--- src/rtl/ftdi_sync_tx.sv ---
// Byte stream to FT232H synchronous FIFO write port: small elastic FIFO,
// registered WR#/data holding stage and a send-immediate (SIWU#) generator.
module ftdi_sync_tx #(
   parameter int unsigned FIFO_DEPTH = 4,
   parameter int unsigned SIWU_IDLE  = 16
) (
   input  logic       clk,
   input  logic       rst,
   input  logic       sink_stb,
   output logic       sink_ack,
   input  logic [7:0] sink_d,
   input  logic       sink_last,
   input  logic       ftdi_txe_n,
   output logic       ftdi_wr_n,
   output logic [7:0] ftdi_d,
   output logic       ftdi_siwu_n
);

   localparam int unsigned  AW      = $clog2(FIFO_DEPTH);
   localparam int unsigned  PW      = AW + 1;
   localparam logic [PW-1:0] PTR_ONE = PW'(1);
   localparam logic [7:0]   CNT_TOP = 8'(SIWU_IDLE - 1);

   typedef enum logic [1:0] {
      IDLE  = 2'd0,
      ARMED = 2'd1,
      FIRE  = 2'd2
   } siwu_state_t;

   logic [8:0]    mem [FIFO_DEPTH];
   logic [PW-1:0] wr_ptr;
   logic [PW-1:0] rd_ptr;
   logic [8:0]    head;
   logic          running;
   logic          full;
   logic          empty;
   logic          push;
   logic          pop;
   logic          xfer;
   logic          idle;

   logic          out_valid;
   logic          out_last;
   logic [7:0]    out_d;

   siwu_state_t   state;
   siwu_state_t   state_next;
   logic [7:0]    cnt;
   logic [7:0]    cnt_next;
   logic          siwu_n_next;

   // running gates sink_ack so it stays low through reset and rises on the
   // first edge after, without any combinational path from rst.
   assign full     = (wr_ptr[AW-1:0] == rd_ptr[AW-1:0]) && (wr_ptr[AW] != rd_ptr[AW]);
   assign empty    = (wr_ptr == rd_ptr);
   assign sink_ack = running && !full;
   assign push     = sink_stb && sink_ack;
   assign xfer     = out_valid && !ftdi_txe_n;
   assign pop      = !empty && (!out_valid || xfer);
   assign head     = mem[rd_ptr[AW-1:0]];
   assign idle     = !out_valid && empty;

   assign ftdi_d    = out_d;
   assign ftdi_wr_n = !out_valid;

   always_ff @(posedge clk) begin
      if (push) begin
         mem[wr_ptr[AW-1:0]] <= {sink_last, sink_d};
      end
   end

   always_ff @(posedge clk) begin
      if (rst) begin
         wr_ptr  <= '0;
         rd_ptr  <= '0;
         running <= 1'b0;
      end else begin
         running <= 1'b1;
         if (push) begin
            wr_ptr <= wr_ptr + PTR_ONE;
         end
         if (pop) begin
            rd_ptr <= rd_ptr + PTR_ONE;
         end
      end
   end

   always_ff @(posedge clk) begin
      if (rst) begin
         out_valid <= 1'b0;
         out_d     <= '0;
         out_last  <= 1'b0;
      end else if (pop) begin
         out_valid <= 1'b1;
         out_d     <= head[7:0];
         out_last  <= head[8];
      end else if (xfer) begin
         out_valid <= 1'b0;
      end
   end

   always_ff @(posedge clk) begin
      if (rst) begin
         state       <= IDLE;
         cnt         <= '0;
         ftdi_siwu_n <= 1'b1;
      end else begin
         state       <= state_next;
         cnt         <= cnt_next;
         ftdi_siwu_n <= siwu_n_next;
      end
   end

   always_comb begin
      state_next = state;
      cnt_next   = cnt;
      case (state)
         IDLE: begin
            if (xfer && out_last) begin
               state_next = ARMED;
               cnt_next   = '0;
            end
         end
         ARMED: begin
            if (xfer && out_last) begin
               cnt_next = '0;
            end else if (idle) begin
               if (cnt == CNT_TOP) begin
                  state_next = FIRE;
               end else if (cnt != '1) begin
                  cnt_next = cnt + 8'd1;
               end
            end else begin
               cnt_next = '0;
            end
         end
         FIRE: begin
            state_next = IDLE;
            cnt_next   = '0;
         end
         default: begin
            state_next = IDLE;
            cnt_next   = '0;
         end
      endcase
   end

   // SIWU# is registered from the next state, so it is low exactly while in FIRE.
   always_comb begin
      siwu_n_next = (state_next != FIRE);
   end

endmodule

--- config.mk ---
export PLATFORM = sky130hd
export DESIGN_NAME = ftdi_sync_tx
export DESIGN_NICKNAME = d
export VERILOG_FILES = /design/src/rtl/ftdi_sync_tx.sv
export SDC_FILE = /design/constraint.sdc
export NUM_CORES = 1
export LEC_CHECK = 0
export BUFFER_PORTS_ARGS = -buffer_cell sky130_fd_sc_hd__buf_2
export CORE_MARGIN = 2
export CORE_UTILIZATION = 29
export DETAILED_ROUTE_END_ITERATION = 10
export GPL_TIMING_DRIVEN = 0
export SLEW_MARGIN = 20
export SYNTH_ARGS = -nofsm -noshare
export SYNTH_HDL_FRONTEND = slang
export SYNTH_SLANG_ARGS = --single-unit
--- constraint.sdc ---
create_clock -name clk -period 2.35 [get_ports clk]
set_input_delay 0.47 -clock clk [delete_from_list [all_inputs] [get_ports clk]]
set_output_delay 0.47 -clock clk [all_outputs]
set_load 0.02 [all_outputs]
==> metrics.md, run 1 <==
| Metric | Value |
|---|---|
| Worst EP arrival | `between 1.5 and 2 ns` |
| Post-cts sizing count | `0` |
| Port Buffers | `23` |
| Core occupancy in the finished layout | `a little over a third` |
| Ports | `24` |
| Period minus WS final | `a little under 2 ns` |
| Core Region | `approximately 8700 sq um` |
| FP Rows | `34` |
| Slew HR | `59.15%` |
| Die area | `~9700 sq um` |
| RSZ-0062 raised after global routing | `false` |
| Synthesized Nets | `208` |
| PD cells | `between 900 and 1000 nW/um^2` |
| Postcts setup bufs | `0` |
| Area contributors post-synth | `edfxtp_1 (42%), dfxtp_1 (22%), mux4_2 (7.8%)` |
| Initial antenna violation count | `0` |
| Final Max Tran Viols | `0` |
| Setup crit end kind | `register` |
| Drc violations | `0` |
| Largest stage delay on the critical path | `roughly 0.57 ns` |
| GRT Resource Usage Total | `a little over a tenth` |
| CTS Buffer Depth | `2` |
| Cells on worst reg2reg path | `3` |
| Setup crit start | `wr_ptr[1]` |
| P_leak | `1.072 nW` |
| Iter 0 DRT Violations | `71` |
| GR Overflow Total | `0` |
| Largest area contributor in the netlist | `edfxtp_1` |
| Outcome | `finished clean` |
| Final Setup Violations | `0` |
| ANT nets after route | `0` |
| Netlist Area Pre-Place | `2599 sq um` |
| Part of the Yosys area used for sequential elements | `63.17%` |
| Worst setup endpoint | `mem[3][3]` |
| Unique masters post-synth | `38` |
| Cell Count, Final, Fillers Out | `about 340` |
| Min Hold Slack | `0.3377 ns` |
| Die Wd | `slightly below 100 um` |
| Post-DR wirelength/cell | `13.74 um` |
| Final period utilization | `82.87%` |
| Layout Skew | `0.008501 ns` |
| Avg Inst Size Synth | `between 10 and 15 sq um` |
| Cell at the slowest stage of the critical path | `and2_1` |
| Dpl cell area | `~2800 sq um` |
| FF-to-FF End | `mem[3][3]` |
| Least-Margin Pin Slew | `roughly 0.61 ns` |
| Worst r2r src | `wr_ptr[1]` |
| Highest Clock Rate | `about 0.51 GHz` |
| Critical Path RT | `2.33 ns` |
| Setup TNS Final | `0 ns` |
| Most common cell in the netlist | `edfxtp_1` |
| Reg2Reg Setup Slack | `0.40 ns` |
| Hold Crit Class | `in2reg` |
| Max-cap violation count | `0` |
| Layout cells sized above 1 | `about a quarter` |
| Gpl congestion | `a little over 0.7` |
| Worst setup SP type | `register` |
| Fill count | `862` |
| Synth Flop Type | `edfxtp_1` |
| Clock-pin slew on the worst setup and hold paths | `~0.070 ns` |
| CTS sink cnt | `64` |
| Final Net Count | `between 200 and 250` |
| Global-route wire length before repair | `7817 um` |
| Fraction of registers with async set/reset | `0%` |
| Hold Buf Count CTS | `0` |
| Routed vias | `approximately 1600` |
| Die Ht | `~100 um` |
| Pre-antenna DRT Iters | `4` |
| Share of the synthesized area in the top cell type | `roughly two fifths` |
| FF+latch count, synth | `64` |
| Max H-tree Level | `3` |
| CP Class | `reg2reg` |
| ANT cells | `0` |
| Worst-path cell chain | `xnor2_2 -> a311oi_2 -> and2_1` |
| Root buf cell | `clkbuf_8` |
| CTS Buf Count | `9` |
| Pin count of the biggest net entering global routing | `13` |
| Clock latency on the worst-skew pair | `around 0.34 ns` |
| Design Area, Final | `slightly above 3000 sq um` |
| Starting density of the core | `between 20% and 30%` |
| Area grow syn2layout | `17.19%` |
| Storage element area | `~1600 sq um` |
| Most frequent cells after synthesis | `edfxtp_1 (36), dfxtp_1 (28), nor2_1 (18)` |
| Final WL | `4615 um` |
| CTS tree | `built` |
| Vias/cell | `~4.6` |
| Vias in the first global route | `around 1700` |
| Placed Cells | `320` |
| Worst VDD drop | `408.7 uV` |
| Multi-input gate area | `about 900 sq um` |
| Post-synth EDFFs | `36` |
| Cells after Synth | `around 190` |
| Fin. Hold Viols | `0` |
| Worst-path maximum fanout | `10` |
| Final HPWL DP | `3123 um` |
| Ys Warns | `0` |
[per-stage QoR]
stage / setup WS (ns) / total power, mW
finish: 0.4025 / 2.980
global route: 0.2196 / 3.155
CTS: 0.3831 / 3.023
detailed placement: 0.3974 / 2.079
global placement: 0.3882 / 2.067
floorplan: 0.7408 / 1.892
[where the power goes]
part | internal, mW | switching (mW)
registers | 1.28 | 0.0725
clock network | 0.495 | 0.439
logic | 0.308 | 0.381
[kinds of logic (layout without fill, tap and decap cells)]
logic type      count (synthesis)  count (layout)  synth area share [%]
fa+ha+maj                       6               6                 2.889
flops                          64              64                 63.17
compound gates                 25              25                 7.174
mux                            19              19                 11.65
buf+inv                        13              52                 2.070
xor+xnor                        7               7                 2.937
simple gates                   55              55                 10.11
[final cells by class]
| cell class | instances | share of cell area (%) |
|---|---|---|
| flip-flops and latches | 64 | 53.90 |
| multi-input cells | 112 | 29.66 |
| well taps | 108 | 4.437 |
| clock buffers | 10 | 4.191 |
| repair buffers | 23 | 3.780 |
| clock inverters | 6 | 2.260 |
| inverters | 8 | 0.9860 |
| plain buffers | 5 | 0.7806 |
[how the worst min path moves through the flow]
stage,start,end,slack (ns),cells past startpoint
3_5_place_dp,state[0],state[0],0.47,2
3_3_place_gp,cnt[1],cnt[1],0.47,2
2_1_floorplan,cnt[1],cnt[1],0.45,2
6_report,sink_d[1],mem[3][1],0.34,1
4_1_cts,sink_d[1],mem[3][1],0.32,1
5_1_grt,sink_d[1],mem[2][1],0.32,1
[state kept, by name, indices dropped and copies added, names as in the netlist]
name,cells
mem,36
cnt,8
ftdi_d,8
rd_ptr,3
wr_ptr,3
state,2
ftdi_siwu_n,1
out_last,1
out_valid,1
running,1
[worst max-delay path: cells and delay by family, from the launching register on]
family,cells,cell delay (ns)
AOI/OAI and AO/OA,1,0.42
xor gates and xnor gates,1,0.14
DFF,1,0.45
and+or+nand+nor,1,0.57
[cell usage in the layout (no fill, tap or decap), drive strengths merged, types with 6 or more instances in the layout]
cell type   n
mux4        9
nor2       18
nand3       6
buf        25
ha          6
dfxtp      28
edfxtp     36
a21oi       7
nand2      13
mux2i      10
inv         9
clkbuf     13
[layer usage]
metal / up-vias / global-route usage (%) / share of wire [%]
li1: 775 / - / -
met1: 744 / 12.55 / 47
met2: 26 / 16.95 / 47
met3: 8 / 4.397 / 4.0
met4: 0 / 4.742 / 1.8
met5: - / 0 / 0
No activity file was read; power rests on OpenSTA's default activity.
==> run 2: changes to the inputs <==
==> constraint.sdc (replaced) <==
create_clock -name clk -period 1.9 [get_ports clk]
set_input_delay 0.38 -clock clk [delete_from_list [all_inputs] [get_ports clk]]
set_output_delay 0.38 -clock clk [all_outputs]
set_load 0.02 [all_outputs]
==> run 2 against run 1 <==
Net effect:
- clock skew grew 0.00050 ns
- hold slack lost 0.093 ns
- final cell count is the same
- count of clock-buffer cells in the layout is the same
- register-to-register slack lost 0.24 ns
- critical path depth is the same
- power grew 24%
- global-route usage is the same
- sequential share of layout area shrank 0.20 points
- critical endpoint is now sink_ack
- largest cell class unchanged
- largest power group unchanged
==> metrics.md, run 2 (same netlist as run 1, synthesis figures left out) <==
| Metric | Value |
|---|---|
| Least-Margin Pin Slew | `between 0.6 and 0.7 ns` |
| Period minus WS final | `between 1.5 and 2 ns` |
| Max-cap violation count | `0` |
| Fin. Hold Viols | `0` |
| Min Hold Slack | `0.2449 ns` |
| Ports | `24` |
| Die Ht | `98.67 um` |
| Vias in the first global route | `1650` |
| CTS tree | `built` |
| Dpl cell area | `approximately 2800 sq um` |
| Most common cell after layout, fill and taps aside | `edfxtp_1` |
| Global-route wire length before repair | `between 7000 and 8000 um` |
| CP Class | `reg2out` |
| Core Region | `a little under 9000 sq um` |
| Final period utilization | `93.54%` |
| Pin count of the biggest net entering global routing | `13` |
| Iter 0 DRT Violations | `80` |
| Starting density of the core | `29.80%` |
| Max FFs per register | `36` |
| Final HPWL DP | `about 3100 um` |
| RSZ-0062 raised after global routing | `true` |
| Root buf cell | `clkbuf_8` |
| Initial antenna violation count | `0` |
| Clock-pin slew on the worst setup and hold paths | `0.08 ns` |
| GRT Resource Usage Total | `10.60%` |
| Post-DR wirelength/cell | `around 14 um` |
| Drc violations | `0` |
| Placed Cells | `320` |
| Layout Skew | `~0.0090 ns` |
| ANT nets after route | `0` |
| GR Overflow Total | `0` |
| CTS Buffer Depth | `2` |
| Design Area, Final | `between 3000 and 4000 sq um` |
| Worst EP arrival | `about 1.4 ns` |
| Layout cells sized above 1 | `a little over a quarter` |
| Die Wd | `98.67 um` |
| Worst setup SP type | `register` |
| Highest Clock Rate | `0.5627 GHz` |
| Slew HR | `between 50 and 60%` |
| Hold Buf Count CTS | `0` |
| Area grow syn2layout | `17.62%` |
| Setup crit end kind | `output port` |
| ANT cells | `0` |
| Routed vias | `1550` |
| Most frequent cells in the layout | `edfxtp_1 (36), dfxtp_1 (28), buf_2 (24)` |
| Cell Count, Final, Fillers Out | `336` |
| Clock latency on the worst-skew pair | `0.35 ns` |
| Final Net Count | `between 200 and 250` |
| Vias/cell | `4.613` |
| Final WL | `between 4000 and 5000 um` |
| CTS Buf Count | `9` |
| Worst VDD drop | `roughly 510 uV` |
| Die area | `9735 sq um` |
| Outcome | `finished clean` |
| CTS sink cnt | `between 60 and 70` |
| Critical Path RT | `between 1.5 and 2 ns` |
| Hold Crit Class | `in2reg` |
| Final Setup Violations | `0` |
| P_leak | `1.075 nW` |
| FP Rows | `34` |
| Max H-tree Level | `3` |
| Worst-path maximum fanout | `5` |
| Port Buffers | `23` |
| Gpl congestion | `slightly above 0.7` |
| Pre-antenna DRT Iters | `4` |
| PD cells | `roughly 1200 nW/um^2` |
| Final Max Tran Viols | `0` |
## run 2: changes by cell type in the layout (fill, tap and decap cells not counted)
cell / delta
and2_1: -4
and2_2: +3
and2_4: +1
nor3_1: -1
nor3_2: +1
## run 2: routing by layer
metal	up-vias	routed length [um]	track usage [%]	part of all wire, %
met3	8	181	4.397	3.9
li1	773	-	-	-
met1	745	2160	12.55	47
met2	24	2179	16.95	47
met5	-	0	0	0
met4	0	87	4.742	1.9
## run 2: through the flow
step	TNS, ns	power, mW	util (%)	setup slack, ns
2_1_floorplan	0	2.341	-	0.2908
3_3_place_gp	-0.7156	2.557	32.67	-0.06183
3_5_place_dp	-0.6778	2.572	32.67	-0.05255
4_1_cts	0	3.740	34.96	0.001766
5_1_grt	-0.02122	3.903	35.05	-0.02122
6_report	0	3.687	35.05	0.1227
## run 2: cell type report
class / instances / area [sq um]
sequential: 64 / 1642
timing repair buffer: 23 / 115.1
multi-input combinational: 112 / 914.6
tap: 108 / 135.1
fill: 859 / 5664
inverter: 8 / 30.03
clock buffer: 10 / 127.6
clock inverter: 6 / 68.82
buffer: 5 / 23.77
## run 2: worst paths after layout
kind | cells past startpoint | slack [ns] | endpoint | start
worst max-delay path | 3 | 0.12 | sink_ack | wr_ptr[1]
worst min-delay path | 1 | 0.24 | mem[3][1] | sink_d[1]
worst max register to register | 4 | 0.16 | cnt[7] | wr_ptr[1]
worst min register to register | 2 | 0.48 | state[0] | state[0]
## run 2: report_power, final
| part | total [mW] | leakage, nW | switching [mW] | internal, mW |
|---|---|---|---|---|
| registers | 1.68 | 0.555 | 0.0886 | 1.59 |
| clock network | 1.16 | 0.0968 | 0.544 | 0.612 |
| logic | 0.854 | 0.424 | 0.473 | 0.381 |
## run 2: timing repair
item | in CTS | in global routing
setup buffers | 0 | 0
setup endpoints to repair | 28 | 12
resized for setup | 3 | 3
## run 2: critical path, cell delays in order, from the launching register on
cell,delay [ns]
dfxtp_1,0.45
xnor2_2,0.14
a31oi_1,0.25
buf_2,0.21
